File: src/rtl/pga_pkg.sv
// Shared definitions for the PGA offset-calibration sequencer: FSM encoding,
// PGA field widths and default timing parameters.
package pga_pkg;

  localparam int OFFSET_W          = 5;
  localparam int GAIN_W            = 4;
  localparam int CNT_W             = 16;
  localparam int SETTLE_CYCLES_DEF = 1000;
  localparam int ACK_TIMEOUT_DEF   = 255;

  typedef enum logic [3:0] {
    LINK_WAIT,
    IDLE,
    VOS_REQ,
    VOS_ACK,
    GAIN_REQ,
    GAIN_ACK,
    SETTLE,
    SAMPLE,
    FINAL_VOS,
    DONE
  } state_t;

endpackage

File: src/rtl/pga_sync2.sv
// Two-flop synchronizer for a single asynchronous level into the clk domain.
module pga_sync2 (
  input  logic clk,
  input  logic rst,
  input  logic d,
  output logic q
);

  logic meta_q;

  always_ff @(posedge clk or posedge rst) begin
    if (rst) begin
      meta_q <= 1'b0;
      q      <= 1'b0;
    end else begin
      meta_q <= d;
      q      <= meta_q;
    end
  end

endmodule

File: src/rtl/pga_sequencer.sv
// Drives PGA gain/offset writes through the serializer handshake and runs an
// offset sweep that stops at the first comparator trip.
module pga_sequencer
  import pga_pkg::*;
#(
  parameter int SETTLE_CYCLES = SETTLE_CYCLES_DEF,
  parameter int ACK_TIMEOUT   = ACK_TIMEOUT_DEF
) (
  input  logic                clk50,
  input  logic                wb_rst,
  input  logic                start_write,
  input  logic                start_cal,
  input  logic [OFFSET_W-1:0] cfg_offset,
  input  logic [GAIN_W-1:0]   cfg_gain,
  input  logic                cfg_shdn,
  input  logic                cfg_meas,
  input  logic                cmp_in,
  output logic                busy,
  output logic                done,
  output logic                error,
  output logic [OFFSET_W-1:0] cal_offset,
  output logic                cal_found,
  output logic                pga_set_vos,
  output logic                pga_set_gain,
  output logic [OFFSET_W-1:0] pga_offset,
  output logic [GAIN_W-1:0]   pga_gain,
  output logic                pga_shdn,
  output logic                pga_meas,
  input  logic                pga_ready
);

  localparam logic [CNT_W-1:0] ACK_LAST    = CNT_W'(ACK_TIMEOUT - 1);
  localparam logic [CNT_W-1:0] SETTLE_LAST = CNT_W'(SETTLE_CYCLES - 1);

  logic ready_s, cmp_s;

  pga_sync2 u_sync_ready (.clk(clk50), .rst(wb_rst), .d(pga_ready), .q(ready_s));
  pga_sync2 u_sync_cmp   (.clk(clk50), .rst(wb_rst), .d(cmp_in),    .q(cmp_s));

  state_t               state_q, state_d;
  logic [CNT_W-1:0]     cnt_q, cnt_d;
  logic [OFFSET_W-1:0]  k_q, k_d;
  logic                 trip_q, trip_d;
  logic                 cal_mode_q, cal_mode_d;
  logic                 final_q, final_d;
  logic                 meas_save_q, meas_save_d;
  logic                 error_q, error_d;
  logic [OFFSET_W-1:0]  cal_offset_q, cal_offset_d;
  logic                 cal_found_q, cal_found_d;
  logic [OFFSET_W-1:0]  pga_offset_q, pga_offset_d;
  logic [GAIN_W-1:0]    pga_gain_q, pga_gain_d;
  logic                 pga_shdn_q, pga_shdn_d;
  logic                 pga_meas_q, pga_meas_d;
  logic                 timed_out;

  always_comb begin
    state_d      = state_q;
    cnt_d        = '0;
    k_d          = k_q;
    trip_d       = trip_q;
    cal_mode_d   = cal_mode_q;
    final_d      = final_q;
    meas_save_d  = meas_save_q;
    error_d      = error_q;
    cal_offset_d = cal_offset_q;
    cal_found_d  = cal_found_q;
    pga_offset_d = pga_offset_q;
    pga_gain_d   = pga_gain_q;
    pga_shdn_d   = pga_shdn_q;
    pga_meas_d   = pga_meas_q;
    busy         = 1'b1;
    done         = 1'b0;
    pga_set_vos  = 1'b0;
    pga_set_gain = 1'b0;
    timed_out    = (cnt_q == ACK_LAST);

    case (state_q)
      LINK_WAIT: if (ready_s) state_d = IDLE;
      IDLE: begin
        busy = 1'b0;
        // Fields for the first packet are loaded here so they are already
        // stable in the cycle the gain request rises.
        if (start_cal || start_write) begin
          error_d    = 1'b0;
          final_d    = 1'b0;
          pga_gain_d = cfg_gain;
          pga_shdn_d = cfg_shdn;
          state_d    = GAIN_REQ;
          if (start_cal) begin
            cal_mode_d   = 1'b1;
            k_d          = '0;
            trip_d       = 1'b0;
            meas_save_d  = cfg_meas;
            pga_meas_d   = 1'b1;
            pga_offset_d = '0;
          end else begin
            cal_mode_d   = 1'b0;
            pga_meas_d   = cfg_meas;
            pga_offset_d = cfg_offset;
          end
        end
      end
      GAIN_REQ: begin
        pga_set_gain = 1'b1;
        cnt_d        = cnt_q + 1'b1;
        if (!ready_s) state_d = GAIN_ACK;
        else if (timed_out) begin
          error_d = 1'b1;
          state_d = DONE;
        end
      end
      GAIN_ACK: begin
        cnt_d = cnt_q + 1'b1;
        if (ready_s) state_d = VOS_REQ;
        else if (timed_out) begin
          error_d = 1'b1;
          state_d = DONE;
        end
      end
      VOS_REQ: begin
        pga_set_vos = 1'b1;
        cnt_d       = cnt_q + 1'b1;
        if (!ready_s) state_d = VOS_ACK;
        else if (timed_out) begin
          error_d = 1'b1;
          state_d = DONE;
        end
      end
      VOS_ACK: begin
        cnt_d = cnt_q + 1'b1;
        if (ready_s) state_d = (cal_mode_q && !final_q) ? SETTLE : DONE;
        else if (timed_out) begin
          error_d = 1'b1;
          state_d = DONE;
        end
      end
      SETTLE: begin
        cnt_d = cnt_q + 1'b1;
        if (cnt_q == SETTLE_LAST) state_d = SAMPLE;
      end
      SAMPLE: begin
        // k saturates at 31: the last step without a trip ends the sweep.
        if (cmp_s) begin
          trip_d  = 1'b1;
          state_d = FINAL_VOS;
        end else if (k_q == '1) begin
          trip_d  = 1'b0;
          state_d = FINAL_VOS;
        end else begin
          k_d          = k_q + 1'b1;
          pga_offset_d = k_q + 1'b1;
          state_d      = VOS_REQ;
        end
      end
      FINAL_VOS: begin
        final_d      = 1'b1;
        pga_offset_d = k_q;
        pga_meas_d   = meas_save_q;
        state_d      = VOS_REQ;
      end
      DONE: begin
        done = 1'b1;
        if (cal_mode_q && !error_q) begin
          cal_offset_d = k_q;
          cal_found_d  = trip_q;
        end
        state_d = error_q ? LINK_WAIT : IDLE;
      end
      default: state_d = LINK_WAIT;
    endcase

    if (state_d != state_q) cnt_d = '0;
  end

  always_ff @(posedge clk50 or posedge wb_rst) begin
    if (wb_rst) begin
      state_q      <= LINK_WAIT;
      cnt_q        <= '0;
      k_q          <= '0;
      trip_q       <= 1'b0;
      cal_mode_q   <= 1'b0;
      final_q      <= 1'b0;
      meas_save_q  <= 1'b0;
      error_q      <= 1'b0;
      cal_offset_q <= '0;
      cal_found_q  <= 1'b0;
      pga_offset_q <= '0;
      pga_gain_q   <= '0;
      pga_shdn_q   <= 1'b0;
      pga_meas_q   <= 1'b0;
    end else begin
      state_q      <= state_d;
      cnt_q        <= cnt_d;
      k_q          <= k_d;
      trip_q       <= trip_d;
      cal_mode_q   <= cal_mode_d;
      final_q      <= final_d;
      meas_save_q  <= meas_save_d;
      error_q      <= error_d;
      cal_offset_q <= cal_offset_d;
      cal_found_q  <= cal_found_d;
      pga_offset_q <= pga_offset_d;
      pga_gain_q   <= pga_gain_d;
      pga_shdn_q   <= pga_shdn_d;
      pga_meas_q   <= pga_meas_d;
    end
  end

  assign error      = error_q;
  assign cal_offset = cal_offset_q;
  assign cal_found  = cal_found_q;
  assign pga_offset = pga_offset_q;
  assign pga_gain   = pga_gain_q;
  assign pga_shdn   = pga_shdn_q;
  assign pga_meas   = pga_meas_q;

endmodule

File: config.mk
export PLATFORM = sky130hd
export DESIGN_NAME = pga_sequencer
export DESIGN_NICKNAME = d
export VERILOG_FILES = /design/src/rtl/pga_pkg.sv /design/src/rtl/pga_sync2.sv /design/src/rtl/pga_sequencer.sv
export SDC_FILE = /design/constraint.sdc
export NUM_CORES = 1
export LEC_CHECK = 0
export CAP_MARGIN = 20
export CORE_ASPECT_RATIO = 0.9
export CORE_MARGIN = 8
export CORE_UTILIZATION = 57
export CTS_BUF_LIST = sky130_fd_sc_hd__clkbuf_8
export DETAILED_ROUTE_END_ITERATION = 16
export MAX_ROUTING_LAYER = met4
export PLACE_DENSITY = 0.92
export SETUP_SLACK_MARGIN = 0.5
export SLEW_MARGIN = 10
export SYNTH_ARGS = -nofsm -noshare
export SYNTH_HDL_FRONTEND = slang
export SYNTH_HIERARCHICAL = 1
export SYNTH_SLANG_ARGS = --single-unit
File: constraint.sdc
create_clock -name clk50 -period 2.78 [get_ports clk50]
set_input_delay 0.556 -clock clk50 [delete_from_list [all_inputs] [get_ports clk50]]
set_output_delay 0.556 -clock clk50 [all_outputs]
set_load 0.01 [all_outputs]
==> results.py, run 1 <==
metrics = {
    "detailed_routing": {
        "wirelength_um": 7373,
        "ant_nets": 0,
        "vias_per_cell": 6.238,
        "vias": 2489,
        "remaining_drc_errors": 0,
        "wire_per_inst_um": 18.48,
        "first_pass_iters": 5,
        "first_iter_violations": 241,
    },
    "timing": {
        "worst_clock_skew_ps": 8.314,
        "setup_viol": 0,
        "finalHoldWorstSlack_ps": 360.6,
        "rsz0062_at_grt": "false",
        "fin_crit_sh": 0.8061,
        "period_minus_slack_ps": 2241,
        "slew_headroom": 0.5998,
        "tns_ps": 0,
        "final_hold_viol_count": 0,
        "maxSlewViolCount": 0,
        "worstMarginPinSlew_ps": 598.4,
        "max_freq_ghz": 0.4462,
    },
    "setup_path": {
        "startpoint_type": "flip-flop",
        "path_max_fanout": 5,
        "critPathCaptureType": "flip-flop",
        "arrival_ps": 2420,
        "crit_type": "reg2reg",
        "required_ps": 2960,
    },
    "yosys": {
        "syn-cell-area_um2": 2790,
        "yosysSeqAreaShare": 0.4574,
        "ys_ff_latch": 51,
        "ys_types": 61,
        "async_reset_ff_frac": 1.000,
        "synth_edf_count": 0,
        "synth_nets": 298,
        "synth_top_area_share": 0.4574,
        "yosys_warnings": 6,
        "synthCells": 277,
        "yosys-top-cells-area": "dfrtp_1 46%, nand2_1 4.6%, mux2_2 3.6%",
        "yosys.area.top_type": "dfrtp_1",
        "avgSynthCellArea_um2": 10.07,
        "ys.flop_type": "dfrtp_1",
    },
    "pwr": {
        "ir_drop_uv": 652.0,
        "p_leak_uw": 0.001507,
        "power_density_nw_per_um2": 888.2,
    },
    "placed_design": {
        "dp_hpwl_um": 4768,
        "portBuffers": 38,
        "dp_cells": 375,
        "gp_congestion": 0.9259,
    },
    "clock_network": {
        "clk_latency_ps": 300,
        "clock-root-buffer": "clkbuf_8",
        "cts_buffers": 5,
        "clock_path_buffers": 2,
        "cts_tree": "done",
        "clk_pin_slew_worst_paths_ps": 90,
        "clock-sinks": 51,
        "holdBufCountCts": 0,
        "h-tree-depth": 2,
    },
    "die": {
        "core_um2": 4775,
        "ios": 39,
        "start_util": 0.5844,
        "design.die.area_um2": 7393,
        "die_w_um": 89.75,
        "rows": 24,
        "fp.dieH_um": 82.38,
    },
    "finish": {
        "antennaDiodeCount": 0,
        "nNetsFinal": 354,
        "drive_gt1_frac": 0.2156,
        "syn2layout_area_growth_pct": 25.61,
        "fin_cells": 399,
    },
    "global_route": {
        "grt_pass1_wl_um": 11500,
        "grt_pass1_vias": 2388,
        "grt_max_degree": 27,
        "grt_usage": 0.1973,
        "gr-total-overflow": 0,
        "antenna_found_initial": 0,
    },
    "job": {
        "cap_violations": 0,
    },
    "outcome": {
        "outcome": "finished, final reports clean",
    },
    "min_path": {
        "min_path_type": "reg2reg",
    },
}
## power breakdown
| group | internal (uW) | total (uW) | switching [uW] |
|---|---|---|---|
| Clock | 224 | 450 | 226 |
| Combinational | 748 | 1590 | 846 |
| Sequential | 919 | 1070 | 150 |
| Total | 1890 | 3110 | 1220 |
## flip-flops by register name, indices dropped and copies added, names as in the netlist
register / count
cal_mode_q: 1
u_sync_cmp/q: 1
pga_shdn: 1
pga_meas: 1
u_sync_cmp/meta_q: 1
u_sync_ready/q: 1
pga_gain: 4
pga_offset: 5
k_q: 5
u_sync_ready/meta_q: 1
trip_q: 1
cal_found: 1
state_q: 4
error: 1
cal_offset: 5
cnt_q: 16
meas_save_q: 1
final_q: 1
## stage by stage
stage,setup WS (ps),total power [uW],cell area [um^2],utilization
final,539.0,3113,3505,0.7340
after floorplan,610.7,1932,2790,-
after global routing,459.6,3285,3505,0.7340
after detailed placement,284.6,2401,3252,0.6811
after global placement,408.0,2347,3252,0.6811
after CTS,391.2,2933,3415,0.7151
## layout make-up
type / count / area [um^2]
inverter: 9 / 33.78
multi-input combinational: 205 / 1430
tap: 65 / 81.33
sequential: 51 / 1282
fill: 308 / 1270
timing repair buffer: 61 / 576.8
clock inverter: 1 / 3.754
clock buffer: 7 / 96.34
## cells by family after synthesis
kind of cell / Yosys count / synth area share
fa+ha+maj: 4 / 0.01794
simple gates: 131 / 0.2830
mux: 9 / 0.03632
flops: 51 / 0.4574
compound gates: 45 / 0.1197
buf+inv: 21 / 0.03542
xor+xnor: 16 / 0.05023
## cell usage after synthesis (3+ instances only)
master,n
clkbuf_1,8
nand4_1,6
buf_2,3
xnor2_1,9
nand3_1,9
nor3b_1,6
inv_1,8
o21ai_0,12
mux2_2,9
nand3b_1,3
and3_1,3
nand2_1,34
nor3_1,10
a211oi_1,3
nor3_2,5
xor2_1,7
a21oi_1,9
nor2_2,5
dfrtp_1,51
nor2b_1,4
nor2_1,15
and2_1,4
nand2b_1,3
ha_1,4
## what timing repair did
item	in CTS	in global routing
gates resized for setup	8	8
endpoints found under the setup margin	25	24
setup buffers	7	9
pin swaps	3	3
## placed cells by master (no fill, tap or decap), types with 3 or more instances in the layout
cell type	instances
nand2b_1	3
a21oi_1	9
clkdlybuf4s50_1	34
nor2_2	5
nand4_1	6
nor2b_1	4
nor3b_1	6
dlygate4sd2_1	3
o21ai_0	12
nor2_1	15
nand3_1	9
and3_1	3
dfrtp_1	46
nand2_1	34
ha_1	3
a211oi_1	3
xor2_1	7
inv_1	8
nor3_2	5
and2_1	4
xnor2_1	9
dfrtp_2	5
mux2_2	9
nor3_1	10
buf_4	21
clkbuf_8	7
nand3b_1	3
## path summary, 6_finish.rpt
kind | startpoint | to | slack [ps] | cells after the start
min in group asynchronous | wb_rst | u_sync_ready/meta_q | 480 | 2
worst max-delay path | k_q[1] | pga_offset[0] | 540 | 7
max in group asynchronous | wb_rst | state_q[1] | 1610 | 3
worst min-delay path | u_sync_cmp/meta_q | u_sync_cmp/q | 360 | 0
worst max register to register | k_q[1] | pga_offset[0] | 540 | 7
worst min register to register | u_sync_cmp/meta_q | u_sync_cmp/q | 360 | 0
## metal layers
layer	GRT usage	up-vias	wire (um)	share of wire
met5	-	-	0	0
met4	0.07420	0	105	0.014
met3	0.03071	18	509	0.069
met2	0.3201	149	3585	0.49
met1	0.2478	1212	3172	0.43
li1	-	1110	-	-
## worst max-delay path: stages (launching register included)
cell	delay, ps
dfrtp_1	440
ha_2	220
and3_1	180
ha_1	220
nor4bb_1	330
o21ai_0	190
a21oi_2	190
mux2_2	350
No activity file was read; power rests on OpenSTA's default activity.
==> run 2: changes to the inputs <==
Clock period 2.78 ns to 2.3 ns, I/O delays scaled along.
==> run 2 against run 1 <==
Clock-buffer cell count fell by 2. Critical path depth rose by 3. Design area rose by 18%. Sequential power rose by 23%. Power rose by 48%. Setup slack got worse by 380 ps. Hold slack got worse by 8.1 ps. Combinational power rose by 75%. Die area did not move. Cell count rose by 8.5%. Flip-flop and latch count did not move. Register-to-register slack got worse by 380 ps.
==> results.py, run 2 (synthesis gave the netlist of run 1 again) <==
metrics = {
    "detailed_routing": {
        "remaining_drc_errors": 0,
        "vias": 2884,
        "wirelength_um": 10120,
        "first_iter_violations": 311,
        "wire_per_inst_um": 23.37,
        "ant_nets": 0,
        "vias_per_cell": 6.661,
        "first_pass_iters": 5,
    },
    "finish": {
        "mostFrequentLayoutCells": "46 x dfrtp_1, 38 x buf_4, 34 x clkdlybuf4s50_1",
        "antennaDiodeCount": 0,
        "largest_register_ffs": 16,
        "drive_gt1_frac": 0.4158,
        "max_flop_register": "cnt_q",
        "nNetsFinal": 388,
        "final_area_um2": 4131,
        "utilization": 0.8653,
        "layout_commonest_cell": "dfrtp_1",
        "syn2layout_area_growth_pct": 48.07,
    },
    "die": {
        "start_util": 0.5844,
        "fp.dieH_um": 82.38,
        "design.die.area_um2": 7393,
        "ios": 39,
        "rows": 24,
        "core_um2": 4775,
        "die_w_um": 89.75,
    },
    "min_path": {
        "min_path_type": "in2async",
    },
    "global_route": {
        "busiest_layer": "met2",
        "grt_max_degree": 30,
        "grt_use_met2": 0.3979,
        "met3_usage": 0.05510,
        "grt_pass1_wl_um": 13770,
        "grt_usage": 0.2423,
        "grt_pass1_vias": 2686,
        "gr-total-overflow": 0,
        "use_met1": 0.2716,
        "antenna_found_initial": 0,
    },
    "job": {
        "cap_violations": 0,
    },
    "placed_design": {
        "postPlaceCellArea_um2": 3391,
        "dp_hpwl_um": 4806,
        "gp_congestion": 0.9170,
        "portBuffers": 38,
    },
    "clock_network": {
        "h-tree-depth": 2,
        "clock-sinks": 51,
        "clk_pin_slew_worst_paths_ps": 100,
        "cts_buffers": 5,
        "clock-root-buffer": "clkbuf_8",
        "clk_latency_ps": 320,
        "cts_tree": "done",
        "holdBufCountCts": 0,
        "clock_path_buffers": 2,
    },
    "pwr": {
        "power_density_nw_per_um2": 1116,
        "p_leak_uw": 0.001748,
        "finalPower_uw": 4611,
        "ir_drop_uv": 911.0,
    },
    "timing": {
        "maxSlewViolCount": 0,
        "period_minus_slack_ps": 2138,
        "worst_clock_skew_ps": 12.14,
        "slew_headroom": 0.4907,
        "max_freq_ghz": 0.4676,
        "tns_ps": 0,
        "fin_crit_sh": 0.9297,
        "finalHoldWorstSlack_ps": 352.4,
        "rsz0062_at_grt": "true",
        "setup_viol": 0,
        "worstMarginPinSlew_ps": 759.2,
        "final_hold_viol_count": 0,
    },
    "setup_path": {
        "required_ps": 2500,
        "r2r_end": "cnt_q[4]",
        "path_max_fanout": 8,
        "crit_type": "reg2reg",
        "reg2reg_depth": 10,
        "startpoint_type": "flip-flop",
        "arrival_ps": 2340,
        "critPathCaptureType": "flip-flop",
        "rrSetupSlack_ps": 160,
        "reg2reg_from": "state_q[1]",
        "critPathLaunch": "state_q[1]",
    },
    "outcome": {
        "outcome": "finished, final reports clean",
    },
}
[run 2: worst max path at each step]
stage	to	cells after the start	slack, ps
2_1_floorplan	cnt_q[0]	8	190
3_5_place_dp	cnt_q[3]	6	90
3_3_place_gp	pga_offset[0]	7	150
6_report	cnt_q[4]	10	160
4_1_cts	cnt_q[1]	5	260
5_1_grt	cnt_q[9]	7	110
[run 2: what timing repair did]
action	in CTS	in global routing
pin swaps	18	23
resized for setup	52	59
setup endpoints to repair	40	48
gates cloned	1	0
buffers inserted	23	14
[run 2: critical path: stages, from the launching register on]
cell,delay (ps)
dfrtp_2,470
buf_6,140
nor3b_4,220
and2b_2,210
inv_2,70
nor3_4,150
nor4b_2,70
buf_4,160
a31oi_4,270
buf_12,170
nor3_1,60
[run 2: layout make-up]
| type | count | area, um^2 |
|---|---|---|
| Tap cell | 65 | 81.33 |
| Fill cell | 199 | 643.1 |
| Sequential cell | 51 | 1282 |
| Multi-Input combinational cell | 205 | 1759 |
| Clock inverter | 3 | 12.51 |
| Timing Repair Buffer | 95 | 893.4 |
| Inverter | 9 | 33.78 |
| Clock buffer | 5 | 68.82 |
[run 2: per-layer routing]
layer / up-vias / share of wire
met5: - / 0
met4: 0 / 0.068
met3: 80 / 0.094
met2: 229 / 0.48
met1: 1399 / 0.36
li1: 1176 / -
[run 2: per-stage QoR]
step	setup slack (ps)	instances
6_report	161.6	433
5_1_grt	110.1	433
4_1_cts	255.4	419
3_5_place_dp	89.08	387
3_3_place_gp	154.0	387
2_1_floorplan	191.5	277
[run 2: report_power, final]
part | internal, uW | switching [uW] | total (uW)
combinational | 1360 | 1420 | 2780
clock | 206 | 311 | 517
sequential | 1110 | 207 | 1320
total | 2680 | 1930 | 4610
